### src/rtl/mem_port_arbiter_pkg.sv
// Shared types and default parameter values for the unified-memory port arbiter.
package mem_arb_pkg;

    localparam int DEFAULT_WIDTH            = 16;
    localparam int DEFAULT_INSTRUCTIONWIDTH = 24;
    localparam int DEFAULT_MEMLATENCY       = 1;
    localparam int DEFAULT_STARVELIMIT      = 4;

    // Access sequencing: IDLE arbitrates, ISSUE strobes the memory,
    // WAIT covers the read latency, RESP pulses the winner's ready.
    typedef enum logic [1:0] {
        IDLE  = 2'd0,
        ISSUE = 2'd1,
        WAIT  = 2'd2,
        RESP  = 2'd3
    } arb_state_t;

    typedef enum logic {
        GRANT_FETCH = 1'b0,
        GRANT_DATA  = 1'b1
    } grant_t;

endpackage

### src/rtl/mem_port_arbiter_if.sv
// Pipeline-side requests plus memory-side strobes for the port arbiter.
//
// Handshake: each requester raises its req (level) with address/write
// info stable and holds it until its ready pulses for exactly one cycle.
// In the cycle after that pulse the requester either drops req or presents
// a fresh request. Only one access is outstanding at any time, so the two
// ready pulses are never high together. memEnable is a single-cycle strobe
// per access and memWrite is only meaningful while memEnable is high.
interface mem_port_arbiter_if
    import mem_arb_pkg::*;
#(
    parameter int WIDTH            = DEFAULT_WIDTH,
    parameter int INSTRUCTIONWIDTH = DEFAULT_INSTRUCTIONWIDTH
);
    logic                        fetchReq;
    logic [WIDTH-1:0]            fetchAddress;
    logic                        fetchReady;
    logic [INSTRUCTIONWIDTH-1:0] fetchData;

    logic                        dataReq;
    logic                        dataWrite;
    logic [WIDTH-1:0]            dataAddress;
    logic [WIDTH-1:0]            dataWriteData;
    logic                        dataReady;
    logic [WIDTH-1:0]            dataReadData;

    logic                        memEnable;
    logic                        memWrite;
    logic [WIDTH-1:0]            memAddress;
    logic [WIDTH-1:0]            memWriteData;
    logic [INSTRUCTIONWIDTH-1:0] memReadData;

    // Arbiter view.
    modport slave (
        input  fetchReq, fetchAddress, dataReq, dataWrite, dataAddress,
               dataWriteData, memReadData,
        output fetchReady, fetchData, dataReady, dataReadData,
               memEnable, memWrite, memAddress, memWriteData
    );

    // Pipeline/memory environment view.
    modport master (
        output fetchReq, fetchAddress, dataReq, dataWrite, dataAddress,
               dataWriteData, memReadData,
        input  fetchReady, fetchData, dataReady, dataReadData,
               memEnable, memWrite, memAddress, memWriteData
    );

endinterface

### src/rtl/mem_port_arbiter_latency_counter.sv
// Read-latency down-counter: loaded in the ISSUE cycle, counts down in WAIT,
// and flags done when it reaches 1 (the cycle memReadData is valid).
module arb_latency_counter #(
    parameter  int MEMLATENCY  = 1,
    localparam int COUNTWIDTH  = $clog2(MEMLATENCY + 1)
) (
    input  logic clock,
    input  logic reset,
    input  logic load,
    input  logic decrement,
    output logic done
);

    logic [COUNTWIDTH-1:0] count;

    // Load has priority; decrement stops at zero.
    always_ff @(posedge clock) begin
        if (reset) begin
            count <= '0;
        end else if (load) begin
            count <= COUNTWIDTH'(MEMLATENCY);
        end else if (decrement && (count != '0)) begin
            count <= count - COUNTWIDTH'(1);
        end
    end

    assign done = (count == COUNTWIDTH'(1));

endmodule

### src/rtl/mem_port_arbiter.sv
// Arbiter sharing one single-ported memory between instruction fetch and
// data loads/stores. Data wins ties unless fetch has been passed over
// STARVELIMIT times in a row.
//
// Optional build macro MEM_ARB_POSTED_WRITE_EN: stores complete in their
// ISSUE cycle (dataReady pulses there) and skip WAIT/RESP.
module mem_port_arbiter
    import mem_arb_pkg::*;
#(
    parameter  int WIDTH            = DEFAULT_WIDTH,
    parameter  int INSTRUCTIONWIDTH = DEFAULT_INSTRUCTIONWIDTH,
    parameter  int MEMLATENCY       = DEFAULT_MEMLATENCY,
    parameter  int STARVELIMIT      = DEFAULT_STARVELIMIT,
    localparam int STARVEWIDTH      = $clog2(STARVELIMIT + 1)
) (
    input  logic                   clock,
    input  logic                   reset,
    mem_port_arbiter_if.slave      bus,
    output arb_state_t             debugState,
    output logic [STARVEWIDTH-1:0] debugStarveCount
);

    arb_state_t             state;
    grant_t                 winner;
    logic                   writeFlag;
    logic [STARVEWIDTH-1:0] starveCount;
    logic                   fetchWins;
    logic                   counterLoad;
    logic                   counterDecrement;
    logic                   counterDone;

    // Fetch wins when alone, or when data has starved it long enough.
    assign fetchWins = bus.fetchReq &&
                       (!bus.dataReq || (starveCount == STARVEWIDTH'(STARVELIMIT)));

    assign counterLoad      = (state == ISSUE);
    assign counterDecrement = (state == WAIT);

    arb_latency_counter #(
        .MEMLATENCY (MEMLATENCY)
    ) latencyCounter (
        .clock     (clock),
        .reset     (reset),
        .load      (counterLoad),
        .decrement (counterDecrement),
        .done      (counterDone)
    );

    // Access sequencer; memory strobes and ready pulses are registered so
    // they are set on the transition into the cycle where they must be high.
    always_ff @(posedge clock) begin
        if (reset) begin
            state            <= IDLE;
            winner           <= GRANT_FETCH;
            writeFlag        <= 1'b0;
            starveCount      <= '0;
            bus.memEnable    <= 1'b0;
            bus.memWrite     <= 1'b0;
            bus.memAddress   <= '0;
            bus.memWriteData <= '0;
            bus.fetchReady   <= 1'b0;
            bus.dataReady    <= 1'b0;
            bus.fetchData    <= '0;
            bus.dataReadData <= '0;
        end else begin
            bus.memEnable  <= 1'b0;
            bus.memWrite   <= 1'b0;
            bus.fetchReady <= 1'b0;
            bus.dataReady  <= 1'b0;
            case (state)
                IDLE: begin
                    if (bus.fetchReq || bus.dataReq) begin
                        bus.memEnable <= 1'b1;
                        state         <= ISSUE;
                        if (fetchWins) begin
                            winner         <= GRANT_FETCH;
                            writeFlag      <= 1'b0;
                            bus.memAddress <= bus.fetchAddress;
                            starveCount    <= '0;
                        end else begin
                            winner           <= GRANT_DATA;
                            writeFlag        <= bus.dataWrite;
                            bus.memWrite     <= bus.dataWrite;
                            bus.memAddress   <= bus.dataAddress;
                            bus.memWriteData <= bus.dataWriteData;
                            if (bus.fetchReq && (starveCount != STARVEWIDTH'(STARVELIMIT))) begin
                                starveCount <= starveCount + STARVEWIDTH'(1);
                            end
`ifdef MEM_ARB_POSTED_WRITE_EN
                            // Posted store: completion is signalled with the strobe.
                            bus.dataReady <= bus.dataWrite;
`endif
                        end
                    end
                end
                ISSUE: begin
`ifdef MEM_ARB_POSTED_WRITE_EN
                    if ((winner == GRANT_DATA) && writeFlag) begin
                        state <= IDLE;
                    end else begin
                        state <= WAIT;
                    end
`else
                    state <= WAIT;
`endif
                end
                WAIT: begin
                    if (counterDone) begin
                        state <= RESP;
                        if (winner == GRANT_FETCH) begin
                            bus.fetchReady <= 1'b1;
                            bus.fetchData  <= bus.memReadData;
                        end else begin
                            bus.dataReady <= 1'b1;
                            if (!writeFlag) begin
                                bus.dataReadData <= bus.memReadData[WIDTH-1:0];
                            end
                        end
                    end
                end
                RESP: begin
                    state <= IDLE;
                end
                default: begin
                    state <= IDLE;
                end
            endcase
        end
    end

    assign debugState       = state;
    assign debugStarveCount = starveCount;

endmodule
### src/flat_wrapper.sv
// flat-port wrapper written by rule: the top's interface ports become plain ports
module mem_port_arbiter_flat import mem_arb_pkg::*;
#(
    parameter  int WIDTH            = DEFAULT_WIDTH,
    parameter  int INSTRUCTIONWIDTH = DEFAULT_INSTRUCTIONWIDTH,
    parameter  int MEMLATENCY       = DEFAULT_MEMLATENCY,
    parameter  int STARVELIMIT      = DEFAULT_STARVELIMIT,
    localparam int STARVEWIDTH      = $clog2(STARVELIMIT + 1)
)
  (clock, reset, debugState, debugStarveCount, bus_fetchReq, bus_fetchAddress, bus_dataReq, bus_dataWrite, bus_dataAddress, bus_dataWriteData, bus_memReadData, bus_fetchReady, bus_fetchData, bus_dataReady, bus_dataReadData, bus_memEnable, bus_memWrite, bus_memAddress, bus_memWriteData);
  mem_port_arbiter_if #(.WIDTH(WIDTH), .INSTRUCTIONWIDTH(INSTRUCTIONWIDTH)) bus_i ();
  input  logic clock;
  input  logic reset;
  output arb_state_t debugState;
  output logic [STARVEWIDTH-1:0] debugStarveCount;
  input wire logic [$bits(bus_i.fetchReq)-1:0] bus_fetchReq;
  input wire logic [$bits(bus_i.fetchAddress)-1:0] bus_fetchAddress;
  input wire logic [$bits(bus_i.dataReq)-1:0] bus_dataReq;
  input wire logic [$bits(bus_i.dataWrite)-1:0] bus_dataWrite;
  input wire logic [$bits(bus_i.dataAddress)-1:0] bus_dataAddress;
  input wire logic [$bits(bus_i.dataWriteData)-1:0] bus_dataWriteData;
  input wire logic [$bits(bus_i.memReadData)-1:0] bus_memReadData;
  output wire logic [$bits(bus_i.fetchReady)-1:0] bus_fetchReady;
  output wire logic [$bits(bus_i.fetchData)-1:0] bus_fetchData;
  output wire logic [$bits(bus_i.dataReady)-1:0] bus_dataReady;
  output wire logic [$bits(bus_i.dataReadData)-1:0] bus_dataReadData;
  output wire logic [$bits(bus_i.memEnable)-1:0] bus_memEnable;
  output wire logic [$bits(bus_i.memWrite)-1:0] bus_memWrite;
  output wire logic [$bits(bus_i.memAddress)-1:0] bus_memAddress;
  output wire logic [$bits(bus_i.memWriteData)-1:0] bus_memWriteData;
  assign bus_i.fetchReq = bus_fetchReq;
  assign bus_i.fetchAddress = bus_fetchAddress;
  assign bus_i.dataReq = bus_dataReq;
  assign bus_i.dataWrite = bus_dataWrite;
  assign bus_i.dataAddress = bus_dataAddress;
  assign bus_i.dataWriteData = bus_dataWriteData;
  assign bus_i.memReadData = bus_memReadData;
  assign bus_fetchReady = bus_i.fetchReady;
  assign bus_fetchData = bus_i.fetchData;
  assign bus_dataReady = bus_i.dataReady;
  assign bus_dataReadData = bus_i.dataReadData;
  assign bus_memEnable = bus_i.memEnable;
  assign bus_memWrite = bus_i.memWrite;
  assign bus_memAddress = bus_i.memAddress;
  assign bus_memWriteData = bus_i.memWriteData;
  mem_port_arbiter #(.WIDTH(WIDTH), .INSTRUCTIONWIDTH(INSTRUCTIONWIDTH), .MEMLATENCY(MEMLATENCY), .STARVELIMIT(STARVELIMIT)) u_core (.clock(clock), .reset(reset), .bus(bus_i), .debugState(debugState), .debugStarveCount(debugStarveCount));
endmodule
### config.mk
export PLATFORM = sky130hd
export DESIGN_NAME = mem_port_arbiter_flat
export DESIGN_NICKNAME = d
export VERILOG_FILES = /design/src/rtl/mem_port_arbiter_pkg.sv /design/src/rtl/mem_port_arbiter_if.sv /design/src/rtl/mem_port_arbiter_latency_counter.sv /design/src/rtl/mem_port_arbiter.sv /design/src/flat_wrapper.sv
export SDC_FILE = /design/constraint.sdc
export NUM_CORES = 1
export LEC_CHECK = 0
export CAP_MARGIN = 20
export CORE_MARGIN = 8
export CORE_UTILIZATION = 37
export CTS_CLUSTER_SIZE = 40
export DETAILED_ROUTE_END_ITERATION = 10
export GPL_TIMING_DRIVEN = 0
export PLACE_DENSITY = 0.87
export SLEW_MARGIN = 20
export SYNTH_ARGS = -nofsm -noshare
export SYNTH_HDL_FRONTEND = slang
export SYNTH_SLANG_ARGS = --single-unit
### constraint.sdc
create_clock -name clock -period 1.4 [get_ports clock]
set_input_delay 0.28 -clock clock [delete_from_list [all_inputs] [get_ports clock]]
set_output_delay 0.28 -clock clock [all_outputs]
set_load 0.005 [all_outputs]
==> summary.txt, run 1 <==
Die H - 111 um
Via density - 5.20
Hold WS - 0.333 ns
FF-to-FF setup slack - 0.004 ns
final net count - 667
Final Util - 60.9%
power share of the clock group - 23.4%
dpl hpwl - 9090 um
Synth async-reset ratio - 0%
register area share after synthesis - 49.9%
switch share - 31.4%
Worst R2R Path Depth - 5
Leak Pwr - 2.32 nW
DIE AREA - 12400 sq um
Pint - 4.82 mW
Syn Nets - 488
antenna viol nets, final - 0
gpl congestion - 0.837
final setup fails - 0
DR DRC count - 0
predominant post-synthesis flop cell - dfxtp_1
layout cells sized above 1 - 17.9%
Critical Path End - u_core.debugState[1]
post-synthesis compound-gate area fraction - 21.8%
Finished Layout Cells - 700
All-Layer GR Usage - 18.7%
largest net degree at the start of global routing - 18
Yosys top cell by area - dfxtp_1
Routed WL - 12400 um
area of the multi-input gates - 1580 sq um
Post-Synth Adder-Cell Area - 1.86%
Critical Path Start - u_core.debugState[1]
Yosys top cell area share - 49.9%
H-tree levels - 3
total of max-cap violations - 0
startpoint class of the critical path - flop
TritonRoute pass-1 iters - 4
IO Pins - 158
RSZ-0062 raised after global routing - true
Layout Skew - 0.0115 ns
post-synthesis mux area share - 0%
Fmax achieved - 716 MHz
Total Power Consumption - 7.03 mW
Critical Path AT - 1.66 ns
first-pass GRT wire length - 19200 um
HP Class - primary input to flop
period utilisation layout - 99.7%
initial antenna violation count - 1
min Tclk post-route - 1.40 ns
Starting Density - 37.3%
Comb power frac - 34.2%
data required time of the critical path - 1.66 ns
Top Metal Used - met4
initial DRC count - 192
vias in the first global route - 3804
Final Hold Fails - 0
synth top area cells - dfxtp_1, nand2_1, a21oi_1
CP max FO - 7
worst-margin pin slew - 0.622 ns
CTS Buf Count - 9
synthesized cell area - 3370 sq um
Slew headroom - 58.5%
Via Count - 3643
Total Neg Setup Slack - 0 ns
Peak VDD IR - 0.643 mV
metal1 wirelength - 4830 um
Skew-Pair Late Insertion Delay - 0.34 ns
layout overhead on the synthesized area - 63.1%
Synth Area in Simple Gates - 20.3%
Synthesis Warnings - 0
TritonCTS Sinks - 84
XOR/XNOR share of the synthesized area - 0%
fin. max-slew vios - 0
syn avg cell area - 8.29 sq um
Post-synth EDFFs - 0
run status - completed
total power divided by cell area - 1280 nW/um^2
CTS hold repair buffers - 0
met3 wire length - 1030 um
Yosys cell types - 34
number of port buffers - 155
synthesis-stage register bit count - 84
sequential cell area - 1710 sq um
gr ovfl total - 0
Gate Count Post-Synth - 406
routed wl met2 - 6160 um
WS Path Type - flop to flop
Reg clk slew, reported paths - 0.08 ns
maximum buffer depth of the clock tree - 2
Fill cells - 805
FP Rows - 35
CTS tree - built
capturing element type of the critical path - flop
reg-to-reg startpoint - u_core.debugState[1]
DR WL/cell - 17.7 um
CTS Root Cell - clkbuf_8
die width - 111 um
main combinational cell family by area after synthesis - compound AO/OA/AOI/OAI gates
NetSw - 2.21 mW
core area - 9020 sq um
dpl cells - 672
r2r endpoint - u_core.debugState[1]
sequential power share - 42.4%
==> worst min-delay path by stage <==
stage | startpoint | endpoint | cells past startpoint
after floorplan | bus_memReadData[0] | u_core.bus.dataReadData[0] | 2
after global placement | u_core.bus.fetchData[8] | u_core.bus.fetchData[8] | 2
after detailed placement | u_core.bus.dataReadData[13] | u_core.bus.dataReadData[13] | 2
after CTS | reset | u_core.bus.memEnable | 2
after global routing | reset | u_core.bus.memEnable | 2
final | reset | u_core.bus.memEnable | 2
==> Yosys cell counts, types with 2 or more instances <==
library cell	instances
nand4_1	2
inv_1	6
a311oi_1	10
buf_4	2
buf_2	14
o21ai_1	7
dfxtp_1	84
buf_6	3
nor3_1	2
clkbuf_2	3
clkbuf_1	12
nor2_1	22
nand3b_1	2
o21ai_0	28
nand2_1	85
ha_1	5
a21oi_1	62
a311oi_2	7
nand3_1	35
==> critical path, cell delays in order, from the launching register on <==
cell,delay [ns]
dfxtp_4,0.37
inv_4,0.07
ha_4,0.18
or3b_4,0.41
a21o_1,0.20
a21oi_2,0.10
==> metal layers <==
metal  up-vias  GRT usage (%)
li1       1756              -
met1      1712           20.0
met2       149           32.4
met3        26           6.08
met4         0           9.24
met5         -              0
==> metrics by stage <==
step / setup WS, ns / cell area [sq um]
after floorplan: 0.00323 / 3390
after global placement: -0.451 / 5080
after detailed placement: -0.476 / 5080
after CTS: -0.0977 / 5390
after global routing: -0.0505 / 5490
final: 0.00389 / 5490
==> power groups by stage <==
stage / Combinational [mW] / Clock [mW] / Sequential, mW
3_3_place_gp: 2.15 / 0 / 3.00
3_5_place_dp: 2.22 / 0 / 3.02
2_1_floorplan: 1.00 / 0 / 3.03
6_report: 2.40 / 1.64 / 2.98
4_1_cts: 2.31 / 1.68 / 2.97
5_1_grt: 2.58 / 1.78 / 3.03
==> layout make-up <==
class	count	share of cell area, %
repair buffers	174	29.6
multi-input cells	281	28.8
flip-flops and latches	84	31.2
clock buffers	9	2.26
well taps	111	2.53
clock inverters	5	1.00
diodes	1	0.0456
plain buffers	29	4.03
inverters	6	0.501
==> flip-flops by register name (all words and copies together) (netlist names) <==
register and flops:
u_core.winner 1, u_core.bus.fetchData 24, u_core.bus.memAddress 16, u_core.bus.dataReadData 16
u_core.bus.fetchReady 1, u_core.latencyCounter.done 1, u_core.bus.memEnable 1, u_core.debugStarveCount 3
u_core.writeFlag 1, u_core.debugState 2, u_core.bus.dataReady 1, u_core.bus.memWriteData 16
u_core.bus.memWrite 1
==> cell families after synthesis <==
logic type      Yosys count
flops                    84
simple gates            157
buf+inv                  41
fa+ha+maj                 5
compound gates          119
==> cell usage in the layout, fill, tap and decap left out, types with 2 or more instances in the layout <==
cell type,instances
nand2_1,84
dlygate4sd2_1,80
clkdlybuf4s50_1,73
dfxtp_1,63
a21oi_1,60
nand3_1,33
nor2_1,22
o21ai_0,20
dfxtp_2,19
buf_4,18
o21ai_1,12
clkbuf_8,11
a311oi_1,9
clkbuf_1,8
a311oi_2,8
buf_6,7
buf_2,5
o21ai_2,3
ha_4,3
inv_4,2
inv_2,2
inv_1,2
buf_8,2
nand3_2,2
clkbuf_4,2
nand3b_1,2
a21oi_2,2
nor3_1,2
nand4_1,2
ha_1,2
clkinvlp_4,2
clkinv_2,2
dfxtp_4,2
==> repair_timing <==
item                                   in CTS  in global routing
setup endpoints to repair                 158                 40
pin swaps                                   5                 10
cloned                                      3                  1
buffers inserted                           10                  5
endpoints found under the hold margin       0                  0
resized for setup                         144                 20
(Power assumes the default switching activity.)
==> inputs of run 2 (changes only) <==
Settings changed: GPL_ROUTABILITY_DRIVEN from default to 0.
==> results of run 2 <==
Same layout as run 1: the final DEF is identical, and so are final timing and power.
==> inputs of run 3 (changes only) <==
Settings changed: REMOVE_ABC_BUFFERS from default to 1.
==> summary.txt, run 3 (same netlist as run 1, synthesis figures left out) <==
Final Util - 60.4%
WS Path Type - flop to flop
total power divided by cell area - 1330 nW/um^2
design area - 5450 sq um
CTS tree - built
maximum buffer depth of the clock tree - 2
Via density - 5.24
RSZ-0062 raised after global routing - true
worst-margin pin slew - 0.627 ns
largest net degree at the start of global routing - 65
final setup fails - 8
reg-to-reg startpoint - u_core.debugStarveCount[1]
core area - 9020 sq um
Reg clk slew, reported paths - 0.08 ns
most frequent cells in the layout - nand2_1, dlygate4sd2_1, clkdlybuf4s50_1
FF-to-FF setup slack - -0.03 ns
All-Layer GR Usage - 18.3%
diode count - 0
initial antenna violation count - 0
Starting Density - 37.3%
CTS Buf Count - 9
die width - 111 um
layout overhead on the synthesized area - 61.9%
first-pass GRT wire length - 18900 um
gr ovfl total - 0
Via Count - 3561
total of max-cap violations - 0
Slew headroom - 58.2%
fin. max-slew vios - 0
Leak Pwr - 2.24 nW
DR DRC count - 0
data required time of the critical path - 1.67 ns
Die H - 111 um
period utilisation layout - 102%
Total Neg Setup Slack - -0.0951 ns
initial DRC count - 152
Final Hold Fails - 0
layout cells sized above 1 - 16.2%
capturing element type of the critical path - flop
Critical Path Start - u_core.debugStarveCount[1]
DIE AREA - 12400 sq um
HP Class - primary input to flop
antenna viol nets, final - 0
final net count - 646
sequential power share - 41.5%
CTS hold repair buffers - 0
max reg flops - 24
Hold WS - 0.288 ns
Peak VDD IR - 0.591 mV
run status - complete, but fails checks
Critical Path AT - 1.70 ns
Critical Path End - u_core.debugStarveCount[0]
Largest Register - u_core.bus.fetchData
Routed WL - 12000 um
dpl hpwl - 7660 um
TritonRoute pass-1 iters - 4
min Tclk post-route - 1.43 ns
failing checks - setup timing
startpoint class of the critical path - flop
NetSw - 2.23 mW
Layout Skew - 0.00893 ns
CTS Root Cell - clkbuf_8
vias in the first global route - 3670
Place WS - -1.54 ns
Fmax achieved - 700 MHz
Pint - 5.05 mW
r2r endpoint - u_core.debugStarveCount[0]
switch share - 30.6%
commonest non-fill, non-tap cell in the layout - nand2_1
Skew-Pair Late Insertion Delay - 0.34 ns
DR WL/cell - 17.7 um
power share of the clock group - 26.8%
number of port buffers - 157
placed inst area - 4920 sq um
FP Rows - 35
Worst R2R Path Depth - 7
CP max FO - 6
TritonCTS Sinks - 84
IO Pins - 158
Comb power frac - 31.7%
post-route setup slack - -0.0289 ns
H-tree levels - 3
==> run 3: worst min path at each step <==
stage	startpoint	end	slack (ns)	cells after the start
2_1_floorplan	reset	u_core.bus.memAddress[2]	0.35	1
3_3_place_gp	u_core.bus.fetchData[5]	u_core.bus.fetchData[5]	0.44	2
3_5_place_dp	u_core.bus.dataReadData[10]	u_core.bus.dataReadData[10]	0.45	2
4_1_cts	reset	u_core.bus.memWriteData[6]	0.27	2
5_1_grt	reset	u_core.bus.fetchReady	0.27	2
6_report	reset	u_core.bus.memWriteData[11]	0.29	2
==> run 3: area by class of cell <==
type                    instances  area, sq um
clock inverters                 3         68.8
well taps                     111          139
repair buffers                174         1640
flip-flops and latches         84         1710
clock buffers                  12          155
fillers                       815         3570
multi-input cells             289         1710
inverters                       6         31.3
==> run 3: worst max-delay path, stage by stage (launching register included) <==
cell      delay, ns
dfxtp_2        0.36
inv_2          0.05
ha_4           0.19
a21boi_4       0.23
buf_6          0.18
buf_6          0.10
nand4_1        0.09
a21oi_1        0.16
==> run 3: power by group through the flow <==
| stage | registers, mW | logic, mW | clock network (mW) |
|---|---|---|---|
| finish | 3.02 | 2.30 | 1.95 |
| global route | 3.07 | 2.49 | 2.10 |
| CTS | 2.99 | 2.14 | 2.00 |
| detailed placement | 3.02 | 2.06 | 0 |
| global placement | 3.00 | 1.99 | 0 |
| floorplan | 3.03 | 0.817 | 0 |
==> run 3: what timing repair did <==
item,in CTS,in global routing
buffers inserted,13,2
resized for setup,124,47
endpoints found under the setup margin,163,81
endpoints found under the hold margin,0,0
pin swaps,6,13
cloned,6,3
==> run 3: layer usage <==
metal  vias to the layer above  global-route usage, %  share of wire [%]
met5                         -                      0                  0
met4                         0                   4.89                1.0
met3                        12                   7.10                8.4
met2                       133                   31.5                 49
met1                      1687                   20.6                 41
li1                       1729                      -                  -
==> run 3: per-stage QoR <==
| step | power, mW | std cells |
|---|---|---|
| 3_5_place_dp | 5.08 | 640 |
| 5_1_grt | 7.66 | 679 |
| 3_3_place_gp | 4.99 | 639 |
| 6_report | 7.28 | 679 |
| 2_1_floorplan | 3.85 | 371 |
| 4_1_cts | 7.13 | 674 |
